## src/rtl/buffer_push_arbiter.sv

```systemverilog
// Round-robin push arbiter and pull controller for a shared FIFO buffer.
// Tracks its own occupancy so that grant decisions never depend on the buffer's counter.
module buffer_push_arbiter #(
  parameter int NUM_REQ      = 4,
  parameter int DATA_WIDTH   = 15,
  parameter int BUFFER_DEPTH = 8,
  parameter int OCC_WIDTH    = 4
) (
  input  logic                          clock,
  input  logic                          reset,
  input  logic [NUM_REQ-1:0]            req,
  input  logic [NUM_REQ*DATA_WIDTH-1:0] req_data,
  output logic [NUM_REQ-1:0]            grant,
  input  logic                          pop_req,
  output logic                          pop_ack,
  input  logic                          flush,
  output logic                          buf_push,
  output logic                          buf_pull,
  output logic [DATA_WIDTH-1:0]         buf_tail,
  output logic [OCC_WIDTH-1:0]          occupancy,
  output logic [1:0]                    state
);

  localparam int PTR_W = (NUM_REQ > 1) ? $clog2(NUM_REQ) : 1;
  localparam int IDX_W = PTR_W + 1;
  localparam logic [OCC_WIDTH-1:0] DEPTH_C = OCC_WIDTH'(BUFFER_DEPTH);

  typedef enum logic [1:0] {
    IDLE   = 2'd0,
    ACTIVE = 2'd1,
    FULL   = 2'd2,
    FLUSH  = 2'd3
  } state_t;

  state_t                 state_reg, state_next;
  logic [PTR_W-1:0]       ptr_reg, ptr_next;
  logic [PTR_W-1:0]       winner;
  logic                   found;
  logic                   do_push, do_pull;
  logic [OCC_WIDTH-1:0]   occ_next;
  logic [IDX_W-1:0]       cand;
  logic [DATA_WIDTH-1:0]  slice [NUM_REQ];

  generate
    for (genvar gi = 0; gi < NUM_REQ; gi++) begin : g_slice
      assign slice[gi] = req_data[gi*DATA_WIDTH +: DATA_WIDTH];
    end
  endgenerate

  // First active requester at or after the pointer, wrapping modulo NUM_REQ.
  always_comb begin
    found  = 1'b0;
    winner = '0;
    cand   = '0;
    for (int k = 0; k < NUM_REQ; k++) begin
      cand = {1'b0, ptr_reg} + IDX_W'(k);
      if (cand >= IDX_W'(NUM_REQ)) cand = cand - IDX_W'(NUM_REQ);
      if (!found && req[cand[PTR_W-1:0]]) begin
        found  = 1'b1;
        winner = cand[PTR_W-1:0];
      end
    end
  end

  // Full and empty are judged on the pre-edge count, so a same-cycle pull
  // never frees room for a push and a same-cycle push never feeds a pull.
  always_comb begin
    do_push = found && !flush && (state_reg == IDLE || state_reg == ACTIVE)
              && (occupancy < DEPTH_C);
    do_pull = (pop_req || state_reg == FLUSH) && (occupancy != '0);

    occ_next = occupancy;
    case ({do_push, do_pull})
      2'b10:   occ_next = occupancy + OCC_WIDTH'(1);
      2'b01:   occ_next = occupancy - OCC_WIDTH'(1);
      default: occ_next = occupancy;
    endcase

    ptr_next = ptr_reg;
    if (do_push) begin
      if (winner == PTR_W'(NUM_REQ - 1)) ptr_next = '0;
      else                               ptr_next = winner + PTR_W'(1);
    end

    state_next = state_reg;
    if (flush)                                         state_next = FLUSH;
    else if (state_reg == FLUSH && occ_next != '0)     state_next = FLUSH;
    else if (occ_next == '0)                           state_next = IDLE;
    else if (occ_next == DEPTH_C)                      state_next = FULL;
    else                                               state_next = ACTIVE;
  end

  always_ff @(posedge clock or negedge reset) begin
    if (!reset) begin
      state_reg <= IDLE;
      ptr_reg   <= '0;
      grant     <= '0;
      pop_ack   <= 1'b0;
      buf_push  <= 1'b0;
      buf_pull  <= 1'b0;
      buf_tail  <= '0;
      occupancy <= '0;
    end else begin
      state_reg <= state_next;
      ptr_reg   <= ptr_next;
      grant     <= do_push ? (NUM_REQ'(1) << winner) : '0;
      buf_push  <= do_push;
      pop_ack   <= do_pull;
      buf_pull  <= do_pull;
      if (do_push) buf_tail <= slice[winner];
      occupancy <= occ_next;
    end
  end

  assign state = state_reg;

endmodule

```

## config.mk

```make
export PLATFORM = sky130hd
export DESIGN_NAME = buffer_push_arbiter
export DESIGN_NICKNAME = d
export VERILOG_FILES = /design/src/rtl/buffer_push_arbiter.sv
export SDC_FILE = /design/constraint.sdc
export NUM_CORES = 1
export LEC_CHECK = 0
export CORE_AREA = 3 3 71 73
export CTS_CLUSTER_SIZE = 10
export DETAILED_ROUTE_END_ITERATION = 12
export DIE_AREA = 0 0 74 76
export PLACE_DENSITY = 0.93
export SLEW_MARGIN = 40
export SYNTH_ARGS = -nofsm -noshare
export SYNTH_HDL_FRONTEND = slang
export SYNTH_SLANG_ARGS = --single-unit
```

## constraint.sdc

```tcl
create_clock -name clock -period 7.5 [get_ports clock]
set_input_delay 0.75 -clock clock [delete_from_list [all_inputs] [get_ports clock]]
set_output_delay 0.75 -clock clock [all_outputs]
set_load 0.02 [all_outputs]
```

==> flow_summary.toml <==
[synth]
synth_common_cells = "dfrtp_1, nand2_1, mux2i_1"
synthAdderAreaFrac_pct = 5.60
syn-cell-area_sq_um = 1920
async_flop_share_pct = 100
synth_nets = 276
synth_top_cell_by_area = "dfrtp_1"
synth_top_family_by_area = "compound AO/OA/AOI/OAI gates"
synth_edf_count = 0
synth_cells = 200
synth_most_common_cell = "dfrtp_1"
ys_seq_area_share_pct = 37.7
synth-seq-cells = 29
synth_compound_area_share_pct = 23.7
synthTopCellsByArea = "dfrtp_1, mux2i_1, a211o_1"
synth_cell_types = 40
yosys.area_share.simple_pct = 16.0
yosys_warnings = 0
yosys.area_share.xor_xnor_pct = 1.37
avgSynthCellArea_sq_um = 9.62
synth.mux.area_fraction_pct = 8.85
synth_flop_cell = "dfrtp_1"
yosysTopAreaCellShare_pct = 37.7

[final_layout]
syn_to_final_growth_pct = 55.5
drive_above_1_share_pct = 6.85
final_area_sq_um = 2990
fin_nets = 367
reg.largest.list = "buf_tail: 15 flops, grant: 4 flops, occupancy: 4 flops"
fillers = 375
multi_input_area_sq_um = 1080
diodes = 0
post-route-util_pct = 67.7
largest_reg_flops = 15
seqCellArea_sq_um = 726
largest-register = "buf_tail"

[sta]
holdWs_ps = 502
hold_viol = 0
final.setup.tns_ps = 0
setup_violations = 0
clock.fmax_mhz = 272
rsz0062_at_grt = "no"
period_minus_slack_ps = 3670
slew_violations = 0
slew_headroom_pct = 64.1
skew_ps = 9.63
worstMarginPinSlew_ps = 538
finalCritPeriodShare_pct = 49.0

[clock_network]
postCtsHoldBufs = 0
cts_tree = "yes"
cts_setup_buffers = 0
cts.repair.resized = 0
clk_path_buf_depth = 2
clk_latency_ps = 280
cts_max_level = 2
path_clk_slew_ps = 70
clkSinkCount = 29
cts_root_buffer = "clkbuf_8"
cts_buffers = 5

[routing]
drcViolationCount = 0
ant_nets = 0
first_pass_iters = 4
viasPerCell = 5.82
drt_iter0_drc = 167
num_vias = 2002
routed_wl_mm = 5.95
wl_per_cell_microns = 17.3

[floorplan]
pin_count = 96
design.die.area_sq_um = 5620
core_sq_um = 4410
start_util_pct = 43.6
rows = 24
dieHeight_microns = 76
die-width_microns = 74

[setup_path]
start_kind = "primary input"
cp_max_fo = 36
path_class = "in2reg"
cp_data_required_time_ps = 7660
critical_path_arrival_ps = 3830
critPathCaptureType = "flip-flop"

[placement]
gp_congestion = 0.754
detailed_place_hpwl_mm = 4.36
place_area_sq_um = 2900
portBuffers = 95

[outcome]
status = "finished, final reports clean"

[global_route]
track_usage_pct = 21.4
grt_overflow = 0
grt_pass1_wl_mm = 9.63
antenna_found_initial = 0
grt_max_degree = 37
first_global_vias = 2080

[power_and_ir_drop]
p_per_area_nw_per_um2 = 324
finalPower_w = 0.000968
peakVddDrop_mv = 0.124
p_leak_nw = 1.22

[min_path]
min_path_type = "reg2reg"

[flow_run]
maxCapViolations = 0
logic make-up after synthesis:
kind of cell,count (synthesis)
xor gates and xnor gates,3
DFF,29
and+or+nand+nor,60
muxes,17
AOI/OAI and AO/OA,59
buffers and inverters,24
adders and majority gates,8
stage by stage:
stage | cells | setup WS, ps
2_1_floorplan | 200 | 4270
3_3_place_gp | 334 | 3710
3_5_place_dp | 336 | 3590
4_1_cts | 344 | 3870
5_1_grt | 344 | 3660
6_report | 344 | 3830
power breakdown:
part           switching (W)  total [W]  internal, W
combinational       0.000310   0.000579     0.000269
clock              0.0000594   0.000124    0.0000642
sequential         0.0000489   0.000265     0.000216
metal layers:
metal,up-vias,share of wire [%],GRT usage (%)
met3,8,8.2,4.88
met4,0,1.2,6.16
met2,103,51,35.5
met5,-,0,0
met1,954,40,27.3
li1,937,-,-
critical path, stage by stage:
cell and delay, ps:
clkdlybuf4s50_1 580, nor2_1 100, a2111o_1 410, buf_4 250, ha_1 290, ha_1 290
a21o_1 180, a21oi_1 170, mux2i_1 310, xnor2_1 130, a311o_1 360
cell usage in the layout, fill, tap and decap left out, types with 7 or more instances in the layout:
| master | n |
|---|---|
| a211o_1 | 15 |
| clkdlybuf4s50_1 | 95 |
| dfrtp_1 | 29 |
| ha_1 | 7 |
| mux2i_1 | 17 |
| nand2_1 | 20 |
| nand4_1 | 16 |
| nor2_1 | 9 |
| o211ai_1 | 15 |
| o31ai_1 | 16 |
layout make-up:
type,instances,area share (%)
Clock buffer,6,2.43
Clock inverter,2,0.335
Sequential cell,29,24.3
Multi-Input combinational cell,147,36.2
Tap cell,52,2.18
Inverter,7,0.921
Timing Repair Buffer,101,33.7
worst paths after layout:
| check | to | depth (start not counted) | slack (ps) | start |
|---|---|---|---|---|
| setup / recovery | state[0]$_DFF_PN0_ | 11 | 3830 | req[1] |
| hold / removal | buf_tail[3]$_DFFE_PN0P_ | 2 | 500 | buf_tail[3]$_DFFE_PN0P_ |
| setup reg to reg | state[0]$_DFF_PN0_ | 9 | 4540 | occupancy[3]$_DFF_PN0_ |
| hold reg to reg | buf_tail[3]$_DFFE_PN0P_ | 2 | 500 | buf_tail[3]$_DFFE_PN0P_ |
| max in group asynchronous | buf_tail[4]$_DFFE_PN0P_ | 2 | 6340 | reset |
| min in group asynchronous | buf_tail[5]$_DFFE_PN0P_ | 2 | 870 | reset |
No activity file was read; power rests on OpenSTA's default activity.
